File: src/rtl/dram_arbiter.sv
// dram_arbiter
//   Round-robin arbiter that shares one AXI-lite-style DRAM port among NREQ
//   clients. Each client issues single-word read or write requests with a
//   valid/grant handshake. Exactly one DRAM transaction is in flight at a time,
//   and the granted client receives a one-cycle completion pulse.
//
// Ports
//   clk, rst                  rising-edge clock, synchronous active-high reset
//   req_valid/req_write       per-client request valid and direction (1=write)
//   req_addr/req_wdata        per-client address/data, client i at [i*W +: W]
//   req_grant                 one-hot, request accepted this cycle (IDLE only)
//   rsp_valid                 one-hot completion pulse to the granted client
//   rsp_rdata/rsp_err         read data (0 for writes) and error flag
//   busy                      high in every state except IDLE
//   ar_*/r_*/aw_*/w_*/b_*     DRAM channels; outputs decode from registers only
module dram_arbiter #(
   parameter int unsigned NREQ   = 2,
   parameter int unsigned ADDR_W = 17,
   parameter int unsigned DATA_W = 64
) (
   input  logic                     clk,
   input  logic                     rst,
   input  logic [NREQ-1:0]          req_valid,
   input  logic [NREQ-1:0]          req_write,
   input  logic [NREQ*ADDR_W-1:0]   req_addr,
   input  logic [NREQ*DATA_W-1:0]   req_wdata,
   output logic [NREQ-1:0]          req_grant,
   output logic [NREQ-1:0]          rsp_valid,
   output logic [DATA_W-1:0]        rsp_rdata,
   output logic                     rsp_err,
   output logic                     busy,
   output logic                     ar_valid,
   output logic [ADDR_W-1:0]        ar_addr,
   input  logic                     ar_ready,
   input  logic                     r_valid,
   output logic                     r_ready,
   input  logic [DATA_W-1:0]        r_data,
   input  logic [1:0]               r_resp,
   output logic                     aw_valid,
   output logic [ADDR_W-1:0]        aw_addr,
   input  logic                     aw_ready,
   output logic                     w_valid,
   output logic [DATA_W-1:0]        w_data,
   input  logic                     w_ready,
   input  logic                     b_valid,
   output logic                     b_ready,
   input  logic [1:0]               b_resp
);

   localparam int unsigned ID_W = (NREQ > 1) ? $clog2(NREQ) : 1;

   localparam logic [2:0] S_IDLE = 3'd0;
   localparam logic [2:0] S_AR   = 3'd1;
   localparam logic [2:0] S_R    = 3'd2;
   localparam logic [2:0] S_AW   = 3'd3;
   localparam logic [2:0] S_W    = 3'd4;
   localparam logic [2:0] S_B    = 3'd5;
   localparam logic [2:0] S_RSP  = 3'd6;

   localparam logic [ID_W-1:0] LAST_RST = ID_W'(NREQ - 1);

   logic [2:0]        state;
   logic [ID_W-1:0]   last;
   logic [ID_W-1:0]   id;
   logic              wr;
   logic [ADDR_W-1:0] addr;
   logic [DATA_W-1:0] wdata;
   logic [DATA_W-1:0] rdata;
   logic              err;

   logic              found;
   logic [ID_W-1:0]   pick;
   logic [ID_W-1:0]   scan_idx;
   logic              sel_write;
   logic [ADDR_W-1:0] sel_addr;
   logic [DATA_W-1:0] sel_wdata;

   // Round-robin scan: start one past the last served client and wrap, so the
   // first valid client found in that order wins.
   always_comb begin
      found    = 1'b0;
      pick     = '0;
      scan_idx = '0;
      for (int unsigned k = 1; k <= NREQ; k++) begin
         scan_idx = ID_W'((32'(last) + k) % NREQ);
         if (!found && req_valid[scan_idx]) begin
            found = 1'b1;
            pick  = scan_idx;
         end
      end
   end

   always_comb begin
      sel_write = 1'b0;
      sel_addr  = '0;
      sel_wdata = '0;
      for (int unsigned i = 0; i < NREQ; i++) begin
         if (pick == ID_W'(i)) begin
            sel_write = req_write[i];
            sel_addr  = req_addr[i*ADDR_W +: ADDR_W];
            sel_wdata = req_wdata[i*DATA_W +: DATA_W];
         end
      end
   end

   always_ff @(posedge clk) begin
      if (rst) begin
         state <= S_IDLE;
         last  <= LAST_RST;
         id    <= '0;
         wr    <= 1'b0;
         addr  <= '0;
         wdata <= '0;
         rdata <= '0;
         err   <= 1'b0;
      end else begin
         case (state)
            S_IDLE: begin
               if (found) begin
                  id    <= pick;
                  wr    <= sel_write;
                  addr  <= sel_addr;
                  wdata <= sel_wdata;
                  state <= sel_write ? S_AW : S_AR;
               end
            end
            S_AR: if (ar_ready) state <= S_R;
            S_R: begin
               if (r_valid) begin
                  rdata <= r_data;
                  err   <= (r_resp != 2'b00);
                  state <= S_RSP;
               end
            end
            S_AW: if (aw_ready) state <= S_W;
            S_W:  if (w_ready)  state <= S_B;
            S_B: begin
               if (b_valid) begin
                  rdata <= '0;
                  err   <= (b_resp != 2'b00);
                  state <= S_RSP;
               end
            end
            S_RSP: begin
               last  <= id;
               state <= S_IDLE;
            end
            default: state <= S_IDLE;
         endcase
      end
   end

   // Grant is the only combinational client-side output; every DRAM-side
   // output is a pure decode of registered state and latched fields.
   always_comb begin
      req_grant = '0;
      rsp_valid = '0;
      for (int unsigned i = 0; i < NREQ; i++) begin
         req_grant[i] = (state == S_IDLE) && found && (pick == ID_W'(i));
         rsp_valid[i] = (state == S_RSP) && (id == ID_W'(i));
      end
   end

   always_comb begin
      busy      = (state != S_IDLE);
      rsp_rdata = (state == S_RSP) ? rdata : '0;
      rsp_err   = (state == S_RSP) && err;
      ar_valid  = (state == S_AR);
      ar_addr   = addr;
      r_ready   = (state == S_R);
      aw_valid  = (state == S_AW);
      aw_addr   = addr;
      w_valid   = (state == S_W);
      w_data    = wdata;
      b_ready   = (state == S_B);
   end

   logic unused_wr;
   assign unused_wr = wr;

endmodule
File: config.mk
export PLATFORM = sky130hd
export DESIGN_NAME = dram_arbiter
export DESIGN_NICKNAME = d
export VERILOG_FILES = /design/src/rtl/dram_arbiter.sv
export SDC_FILE = /design/constraint.sdc
export NUM_CORES = 1
export LEC_CHECK = 0
export BUFFER_PORTS_ARGS = -buffer_cell sky130_fd_sc_hd__buf_4
export CORE_AREA = 2 2 163 165
export CTS_CLUSTER_DIAMETER = 100
export CTS_CLUSTER_SIZE = 30
export DETAILED_ROUTE_END_ITERATION = 10
export DIE_AREA = 0 0 165 167
export PLACE_DENSITY_LB_ADDON = 0.12
export SYNTH_ARGS = -nofsm -noshare
export SYNTH_HDL_FRONTEND = slang
export SYNTH_SLANG_ARGS = --single-unit
File: constraint.sdc
create_clock -name clk -period 4.25 [get_ports clk]
set_clock_uncertainty 0.1 [all_clocks]
set_input_delay 0.2125 -clock clk [delete_from_list [all_inputs] [get_ports clk]]
set_output_delay 0.2125 -clock clk [all_outputs]
set_load 0.005 [all_outputs]
==> results.md, run 1 <==
- Status: completed
- WL/cell: 16.7 µm
- Hold crit path type: primary input to flip-flop
- Critical path's slowest cell: dlygate4sd3_1
- Syn nets: 958
- Count of pins over their slew limit: 0
- Via count: 7717
- CTS clk-pin slew, worst paths: 0.06 ns
- Die X: 165 µm
- Final hold viol count: 0
- CTS tree: done
- Die Ht: 167 µm
- Sequential element share of the synthesized area: 0.480
- Hold path startpoint: b_valid
- Antenna diodes: 0
- Worst R2R Path Depth: 6
- Worst setup margin: 1.31 ns
- Final wirelength: 27500 µm
- DP Worst Slack: 1.61 ns
- Slew headroom: 0.353
- VDD IR max: 0.299 mV
- Synth cell types: 31
- Clk Latency, worst-skew pair: 0.41 ns
- LEAKAGE: 0.00532 µW
- Post-Route Setup TNS: 0 ns
- Share of layout cells above drive strength 1: 0.356
- Max Buffers Root-to-Sink: 2
- Vias/cell: 4.70
- Reg power frac: 0.329
- GRT Overall Usage: 0.192
- Net load switching power: 1860 µW
- Hold path cells: 4
- Syn_area_per_cell: 8.79 µm²
- Core area: 25800 µm²
- Worst R2R Setup Slack: 1.31 ns
- Critical path type: flip-flop to flip-flop
- Initial cell density of the core: 0.245
- Worst Path Arrival: 3.19 ns
- Cell Area, Synth: 6300 µm²
- CP peak stage delay: 0.64 ns
- Net Sw Frac: 0.325
- H-tree depth: 4
- Crit end category: flip-flop
- Critical path startpoint category: flip-flop
- Slew @ Worst Pin: 0.971 ns
- CTS buffer count: 17
- Fmax: 340 MHz
- DR pass1 iterations: 6
- Area grow syn2layout: 95.1%
- Port Buf Inserts: 413
- Synth warnings: 0
- 1st-iter DRT viols: 749
- Initial antenna violation count: 0
- Max cap viols: 0
- Pin count of the biggest net entering global routing: 83
- DRC Markers: 0
- Clock share of power: 0.281
- Final ANT Viol Nets: 0
- Die area: 27600 µm²
- Crit path max fanout: 42
- Worst r2r dst: w_data[62]
- CTS Root Cell: clkbuf_16
- Row cnt: 59
- CP Cell Sequence: nor3_4 > and2_2 > buf_4 > a222oi_1 > dlygate4sd3_1 > nor2_1
- Mapped Cells: 717
- Boundary Pins: 414
- R2R Path Start: state[0]
- FF+latch count, synth: 151
- WP data required: 4.50 ns
- Clock Sinks: 151
- Global-route wire length before repair: 42000 µm
- Hold path endpoint: state[1]
- Cell Pwr Density: 466 nW/µm²
- DP Wirelength: 17600 µm
- # setup viols final: 0
- Final Cycle Share: 0.691
- GP Congestion: 0.759
- RSZ-0062 raised after global routing: false
- Internal power: 3870 µW
- Fin crit period: 2.94 ns
- Overflow after GRT: 0
- Vias in the first global route: 7766
- Nets: 1536
- Logic pwr share: 0.390
## per-layer routing
| metal | routed length, µm | GRT usage | part of all wire | vias up |
|---|---|---|---|---|
| li1 | - | - | - | 3729 |
| met1 | 11200 | 0.232 | 0.41 | 3644 |
| met2 | 13800 | 0.331 | 0.50 | 313 |
| met3 | 1950 | 0.0488 | 0.071 | 31 |
| met4 | 565 | 0.0612 | 0.021 | 0 |
| met5 | 0 | 0 | 0 | - |
## synth_stat cells
library cell | n | area share
a211oi_1 | 2 | 0.0024
a21boi_0 | 1 | 0.0012
a21o_1 | 1 | 0.0012
a21oi_1 | 68 | 0.054
a222oi_1 | 81 | 0.13
a32o_2 | 1 | 0.0018
a32oi_1 | 1 | 0.0014
and2_1 | 70 | 0.069
and3_1 | 1 | 0.00099
buf_2 | 22 | 0.017
buf_4 | 29 | 0.035
buf_6 | 7 | 0.013
clkbuf_1 | 28 | 0.017
clkbuf_2 | 5 | 0.0040
dfxtp_1 | 151 | 0.48
inv_1 | 5 | 0.0030
mux2i_1 | 1 | 0.0016
nand2_1 | 72 | 0.043
nand2b_1 | 2 | 0.0020
nand3_1 | 64 | 0.051
nor2_1 | 87 | 0.052
nor2b_1 | 5 | 0.0050
nor3_4 | 1 | 0.0026
nor3b_2 | 2 | 0.0040
o21ai_0 | 3 | 0.0024
o22ai_1 | 1 | 0.00099
o2bb2ai_1 | 1 | 0.0014
o311ai_0 | 1 | 0.0014
o31a_1 | 1 | 0.0014
or2_2 | 1 | 0.00099
or3_1 | 2 | 0.0020
## cells in the final DEF, fill, tap and decap left out, types with 2 or more instances in the layout
cell             n
buf_4          422
dlygate4sd3_1  227
dfxtp_1        151
nor2_1          87
a222oi_1        81
nand2_1         70
and2_1          69
a21oi_1         68
nand3_1         64
clkbuf_16       17
inv_6            7
nor2b_1          5
inv_1            5
o21ai_0          3
nand2_2          2
nand2b_1         2
a211oi_1         2
or3_1            2
bufinv_16        2
inv_8            2
clkinv_4         2
## per-stage QoR
| step | utilization | hold WS (ns) | cell area [µm²] | power [µW] | cells |
|---|---|---|---|---|---|
| global route | 0.477 | 0.123 | 12300 | 6080 | 1643 |
| CTS | 0.477 | 0.104 | 12300 | 5770 | 1643 |
| finish | 0.477 | 0.127 | 12300 | 5730 | 1643 |
| floorplan | - | 0.264 | 6300 | 2860 | 717 |
| global placement | 0.365 | 0.334 | 9410 | 3590 | 1384 |
| detailed placement | 0.365 | 0.339 | 9410 | 3570 | 1384 |
## power by group through the flow
| stage | Clock, µW | Combinational, µW | Sequential (µW) |
|---|---|---|---|
| after floorplan | 0 | 994 | 1860 |
| after global placement | 0 | 1680 | 1910 |
| after detailed placement | 0 | 1660 | 1900 |
| after CTS | 1660 | 2220 | 1880 |
| after global routing | 1720 | 2440 | 1920 |
| final | 1610 | 2240 | 1890 |
## worst max-delay path, delay by kind of cell, from the launching register on
kind | cells | cell delay, ns
buffers and inverters | 2 | 1.15
AND/OR/NAND/NOR | 3 | 0.87
flip-flops | 1 | 0.52
AO/OA/AOI/OAI | 1 | 0.21
## final cells by class
class	instances	area (µm²)
inverter	5	18.8
timing repair buffer	650	5460
multi-input combinational	470	2760
sequential	151	3020
fill	2449	13500
clock buffer	18	439
clock inverter	14	178
tap	335	419
## state kept, by name, summed over array words and instances (netlist names)
name	flops
ar_addr	17
id	1
err	1
w_data	64
rdata	64
state	3
last	1
## cell families after synthesis
group,synth area share
compound gates,0.198
mux,0.00159
buf+inv,0.0881
flops,0.480
simple gates,0.232
## worst max path at each step
stage          startpoint             to  slack [ns]  cells past startpoint
4_1_cts          state[0]     w_data[52]        1.34                      6
5_1_grt          state[0]     w_data[62]        1.08                      6
6_report         state[0]     w_data[62]        1.31                      6
2_1_floorplan    state[1]  rsp_rdata[23]        2.68                      6
3_3_place_gp     state[2]      rdata[51]        1.64                      5
3_5_place_dp     state[2]       rdata[1]        1.61                      5
## repair_timing
action                                 4_1_cts  5_1_grt
hold buffers                               227        0
gates resized for setup                      0        0
endpoints found under the hold margin      146        0
buffers inserted                             0        0
No activity file was read; power rests on OpenSTA's default activity.
==> inputs of run 2 (changes only) <==
Settings changed: CORE_AREA 2 2 163 165 to 2 2 162 164, DIE_AREA 0 0 165 167 to 0 0 164 166.
Clock period 4.25 ns to 2.6 ns, I/O delays scaled along.
==> run 2 against run 1 <==
  * Sequential share of layout area fell by 0.32 points
  * Combinational power rose by 72%
  * Non-clock buffer count rose by 9
  * Sequential power rose by 63%
  * Register-to-register slack got worse by 1.1 ns
  * First-iteration DRC count fell by 2.7%
  * Sequential cell count did not move
  * Via count rose by 2.1%
  * Global-route usage rose by 0.68 points
  * Setup slack got worse by 1.1 ns
  * Largest cell class unchanged
  * Largest power group unchanged
  * Highest routed layer unchanged
==> results.md, run 2 (synthesized netlist as in run 1, its figures left out) <==
- Status: completed (unchanged)
- Fmax: 416 MHz (was 340 MHz)
- Die Ht: 166 µm (was 167 µm)
- Post-Route Setup TNS: 0 ns (unchanged)
- Fin crit period: 2.40 ns (was 2.94 ns)
- Max Buffers Root-to-Sink: 2 (unchanged)
- Antenna diodes: 0 (unchanged)
- Worst Path Arrival: 2.66 ns (was 3.19 ns)
- DP Wirelength: 18200 µm (was 17600 µm)
- # setup viols final: 0 (unchanged)
- Final Instance Area: 12500 µm² (was 12300 µm²)
- Max cap viols: 0 (unchanged)
- Overflow after GRT: 0 (unchanged)
- CTS Root Cell: clkbuf_16 (unchanged)
- Critical path type: flip-flop to flip-flop (unchanged)
- CP Depth: 6 (unchanged)
- Initial cell density of the core: 0.246 (was 0.245)
- Port Buf Inserts: 413 (unchanged)
- Vias in the first global route: 7823 (was 7766)
- Slew headroom: 0.644 (was 0.353)
- VDD IR max: 0.395 mV (was 0.299 mV)
- RSZ-0062 raised after global routing: false (unchanged)
- Via count: 7881 (was 7717)
- Cell Pwr Density: 760 nW/µm² (was 466 nW/µm²)
- CTS tree: done (unchanged)
- Largest delay share family, worst path: buffers and inverters (unchanged)
- Commonest non-fill, non-tap cells in the layout: 420 x buf_4, 229 x dlygate4sd3_1, 151 x dfxtp_1 (was 422 x buf_4, 227 x dlygate4sd3_1, 151 x dfxtp_1)
- Nets: 1545 (was 1536)
- GP Congestion: 0.803 (was 0.759)
- Crit path max fanout: 31 (was 42)
- H-tree depth: 4 (unchanged)
- LEAKAGE: 0.00537 µW (was 0.00532 µW)
- CP Cell Sequence: nor3_4 > and3_4 > buf_12 > a222oi_1 > dlygate4sd3_1 > nor2_1 (was nor3_4 > and2_2 > buf_4 > a222oi_1 > dlygate4sd3_1 > nor2_1)
- Share of layout cells above drive strength 1: 0.358 (was 0.356)
- CTS buffer count: 17 (unchanged)
- Die X: 164 µm (was 165 µm)
- Critical path's slowest cell: dlygate4sd3_1 (unchanged)
- CP bufs+invs: 2 (unchanged)
- Crit end category: flip-flop (unchanged)
- Slew @ Worst Pin: 0.534 ns (was 0.971 ns)
- Boundary Pins: 414 (unchanged)
- Initial antenna violation count: 0 (unchanged)
- Clk Latency, worst-skew pair: 0.41 ns (about the same)
- Critical path startpoint category: flip-flop (unchanged)
- Vias/cell: 4.77 (was 4.70)
- Worst R2R Setup Slack: 0.20 ns (was 1.31 ns)
- CP peak stage delay: 0.61 ns (was 0.64 ns)
- Final Cycle Share: 0.924 (was 0.691)
- Fillers: 2465 (was 2449)
- DRC Markers: 0 (unchanged)
- WL/cell: 17.1 µm (was 16.7 µm)
- Commonest non-fill, non-tap cell in the layout: buf_4 (unchanged)
- Worst R2R Path Depth: 6 (unchanged)
- Total Power: 9460 µW (was 5730 µW)
- Area grow syn2layout: 97.6% (was 95.1%)
- Final hold slack: 0.0697 ns (was 0.127 ns)
- Count of pins over their slew limit: 0 (unchanged)
- DR pass1 iterations: 7 (was 6)
- WP data required: 2.86 ns (was 4.50 ns)
- Final ANT Viol Nets: 0 (unchanged)
- Finished Core Util: 0.486 (was 0.477)
- Pin count of the biggest net entering global routing: 83 (unchanged)
- 1st-iter DRT viols: 729 (was 749)
- Row cnt: 59 (unchanged)
- Hold crit path type: primary input to flip-flop (unchanged)
- Final wirelength: 28300 µm (was 27500 µm)
- Capture point of the critical path: ar_addr[5] (was w_data[62])
- Final hold viol count: 0 (unchanged)
- Clock Sinks: 151 (unchanged)
- Core area: 25600 µm² (was 25800 µm²)
- GRT Overall Usage: 0.199 (was 0.192)
- Worst r2r dst: ar_addr[5] (was w_data[62])
- R2R Path Start: state[2] (was state[0])
- CTS clk-pin slew, worst paths: 0.07 ns (was 0.06 ns)
- Launch point of the worst path: state[2] (was state[0])
- Die area: 27200 µm² (was 27600 µm²)
- Global-route wire length before repair: 43000 µm (was 42000 µm)
- Dpl cell area: 9560 µm² (was 9410 µm²)
-- run 2: cell type report --
type	count	area, µm²	area share
Sequential cell	151	3020	0.243
Multi-Input combinational cell	470	2760	0.222
Clock inverter	12	143	0.0115
Clock buffer	19	443	0.0356
Tap cell	335	419	0.0337
Inverter	5	18.8	0.00151
Timing Repair Buffer	659	5650	0.453
-- run 2: worst min path at each step --
stage / start / end / slack [ns] / depth (start not counted)
2_1_floorplan: r_data[0] / rdata[0] / 0.18 / 2
3_3_place_gp: req_wdata[59] / w_data[59] / 0.29 / 3
3_5_place_dp: req_wdata[55] / w_data[55] / 0.29 / 3
4_1_cts: b_valid / state[1] / 0.05 / 4
5_1_grt: rst / rdata[31] / 0.10 / 2
6_report: b_valid / state[1] / 0.07 / 4
-- run 2: metal layers --
metal | up-vias | wire length [µm] | global-route usage
met5 | - | 0 | 0
met4 | 0 | 1010 | 0.0889
met3 | 45 | 2140 | 0.0487
met2 | 356 | 13300 | 0.324
met1 | 3733 | 11800 | 0.248
li1 | 3747 | - | -
-- run 2: timing repair --
action | in CTS | in global routing
setup endpoints to repair | 0 | 82
resized for setup | 0 | 3
setup buffers | 0 | 1
hold endpoints to repair | 148 | 0
hold buffers | 229 | 0
-- run 2: worst register-to-register path, stage by stage (launching register included) --
cell           delay [ns]
dfxtp_1              0.41
nor3_4               0.32
and3_4               0.44
buf_12               0.25
a222oi_1             0.13
dlygate4sd3_1        0.61
nor2_1               0.08
-- run 2: stage by stage --
stage          worst slack, ns  std cells
2_1_floorplan             1.06        717
3_3_place_gp             0.574       1390
3_5_place_dp             0.534       1390
4_1_cts                 0.0440       1650
5_1_grt                 0.0438       1651
6_report                 0.198       1651
-- run 2: where the power goes --
part	total (µW)	internal, µW	switching, µW
combinational	3860	2200	1660
sequential	3090	2770	318
clock	2520	1450	1070
==> inputs of run 3 (changes only) <==
Settings changed: CORE_AREA 2 2 162 164 to 4 4 159 161, DIE_AREA 0 0 164 166 to 0 0 163 165.
==> run 3 against run 2 <==
  * Cell count is 0.67% lower
  * Wire length is 3.1% higher
  * Combinational power down 16%
  * Clock power about the same
  * Non-clock buffer count is 1 lower
  * Worst hold slack got worse by 0.045 ns
  * Sequential power about the same
  * Power decreased by 6.1%
  * Sequential cell count unchanged
  * Via count decreased by 0.14%
  * Largest cell class unchanged
==> results.md, run 3 (synthesized netlist as in run 1, its figures left out) <==
- Final wirelength: 29100 µm (was 28300 µm)
- Worst Path Arrival: 2.58 ns (was 2.66 ns)
- Crit end category: flip-flop (unchanged)
- Die Ht: 165 µm (was 166 µm)
- Clk Latency, worst-skew pair: 0.41 ns (about the same)
- Final hold slack: 0.0251 ns (was 0.0697 ns)
- Placed Cells: 1380 (was 1390)
- Nets: 1544 (was 1545)
- # setup viols final: 0 (unchanged)
- GP Congestion: 0.779 (was 0.803)
- CTS buffer count: 17 (unchanged)
- DR pass1 iterations: 10 (was 7)
- DP Wirelength: 19100 µm (was 18200 µm)
- Via count: 7870 (was 7881)
- WP data required: 2.81 ns (was 2.86 ns)
- Commonest non-fill, non-tap cell in the layout: buf_4 (unchanged)
- Final Cycle Share: 0.912 (was 0.924)
- Global-route wire length before repair: 43100 µm (was 43000 µm)
- DRC Markers: 0 (unchanged)
- LEAKAGE: 0.00550 µW (was 0.00537 µW)
- CTS clk-pin slew, worst paths: 0.07 ns (about the same)
- CP Cell Sequence: nor3_4 > and2_2 > buf_4 > a222oi_1 > dlygate4sd3_1 > nor2_1 (was nor3_4 > and3_4 > buf_12 > a222oi_1 > dlygate4sd3_1 > nor2_1)
- Post-Route Setup TNS: 0 ns (unchanged)
- Critical path type: flip-flop to flip-flop (unchanged)
- Pin count of the biggest net entering global routing: 72 (was 83)
- CTS tree: done (unchanged)
- Fin crit period: 2.37 ns (was 2.40 ns)
- Port Buf Inserts: 413 (unchanged)
- Vias in the first global route: 7873 (was 7823)
- Cell Pwr Density: 714 nW/µm² (was 760 nW/µm²)
- Status: completed (unchanged)
- DP Worst Slack: 0.473 ns (was 0.534 ns)
- Share of layout cells above drive strength 1: 0.359 (was 0.358)
- Antenna diodes: 0 (unchanged)
- Critical path's slowest cell: dlygate4sd3_1 (unchanged)
- Clock Sinks: 151 (unchanged)
- Slew @ Worst Pin: 0.863 ns (was 0.534 ns)
- GRT Overall Usage: 0.201 (was 0.199)
- VDD IR max: 0.382 mV (was 0.395 mV)
- Finished Core Util: 0.519 (was 0.486)
- Final ANT Viol Nets: 0 (unchanged)
- CTS Root Cell: clkbuf_16 (unchanged)
- Row cnt: 57 (was 59)
- RSZ-0062 raised after global routing: false (unchanged)
- Hold crit path type: primary input to flip-flop (unchanged)
- Commonest non-fill, non-tap cells in the layout: 420 x buf_4, 228 x dlygate4sd3_1, 150 x dfxtp_1 (was 420 x buf_4, 229 x dlygate4sd3_1, 151 x dfxtp_1)
- Initial antenna violation count: 0 (unchanged)
- Fmax: 422 MHz (was 416 MHz)
- Final std cells w/o fill: 1640 (was 1651)
- Critical path startpoint category: flip-flop (unchanged)
- Max Buffers Root-to-Sink: 2 (unchanged)
- Boundary Pins: 414 (unchanged)
- Slew headroom: 0.424 (was 0.644)
- Area grow syn2layout: 97.3% (was 97.6%)
- Worst setup margin: 0.228 ns (was 0.198 ns)
- Count of pins over their slew limit: 0 (unchanged)
- Vias/cell: 4.80 (was 4.77)
- 1st-iter DRT viols: 703 (was 729)
- Initial cell density of the core: 0.263 (was 0.246)
- Fillers: 2210 (was 2465)
- Die X: 163 µm (was 164 µm)
- Core area: 24000 µm² (was 25600 µm²)
- Final hold viol count: 0 (unchanged)
- Die area: 26900 µm² (was 27200 µm²)
- Crit path max fanout: 25 (was 31)
- WL/cell: 17.8 µm (was 17.1 µm)
- Overflow after GRT: 0 (unchanged)
- Max cap viols: 0 (unchanged)
- CP peak stage delay: 0.62 ns (was 0.61 ns)
- H-tree depth: 4 (unchanged)
[run 3: cell count changes in the layout (fill, tap and decap cells not counted), sizes merged]
cell	before	now
inv	9	14
bufinv	2	1
clkbuf	19	18
clkinv	2	1
clkinvlp	4	3
dlygate4sd3	229	228
[run 3: worst paths after layout]
check	from	to	slack, ns	cells after the start
worst max-delay path	state[0]	w_data[37]	0.23	6
worst min-delay path	b_resp[1]	err	0.03	3
worst max register to register	state[0]	w_data[37]	0.23	6
worst min register to register	rdata[5]	rdata[5]	0.35	2
[run 3: critical path: cells and delay by family, from the launching register on]
family	cells	cell delay, ns
buffers and inverters	2	0.84
AND/OR/NAND/NOR	3	0.34
AO/OA/AOI/OAI	1	0.41
flip-flops	1	0.55
[run 3: what timing repair did]
item                                    CTS  global route
setup buffers                             0             0
gates resized for setup                   0             2
hold buffers                            228             0
endpoints found under the hold margin   147             0
endpoints found under the setup margin    0             2
[run 3: area by class of cell]
class / instances / area, µm² / area share
multi-input combinational: 470 / 2760 / 0.222
timing repair buffer: 658 / 5640 / 0.453
inverter: 5 / 18.8 / 0.00151
sequential: 151 / 3020 / 0.243
clock inverter: 14 / 150 / 0.0121
clock buffer: 18 / 439 / 0.0353
tap: 324 / 405 / 0.0326
[run 3: where the power goes]
group          internal, µW  switching, µW
Clock                  1390           1130
Sequential             2770            329
Combinational          1690           1570
[run 3: metrics by stage]
step	cell area (µm²)	total power, µW
2_1_floorplan	6300	4670
4_1_cts	12400	8940
5_1_grt	12400	9380
3_5_place_dp	9560	6060
3_3_place_gp	9560	6090
6_report	12400	8880
[run 3: metal layers]
| layer | GRT usage | share of wire | vias to the layer above | routed length, µm |
|---|---|---|---|---|
| li1 | - | - | 3742 | - |
| met1 | 0.248 | 0.41 | 3715 | 11800 |
| met2 | 0.336 | 0.50 | 365 | 14500 |
| met3 | 0.0509 | 0.066 | 48 | 1920 |
| met4 | 0.0793 | 0.032 | 0 | 932 |
| met5 | 0 | 0 | - | 0 |
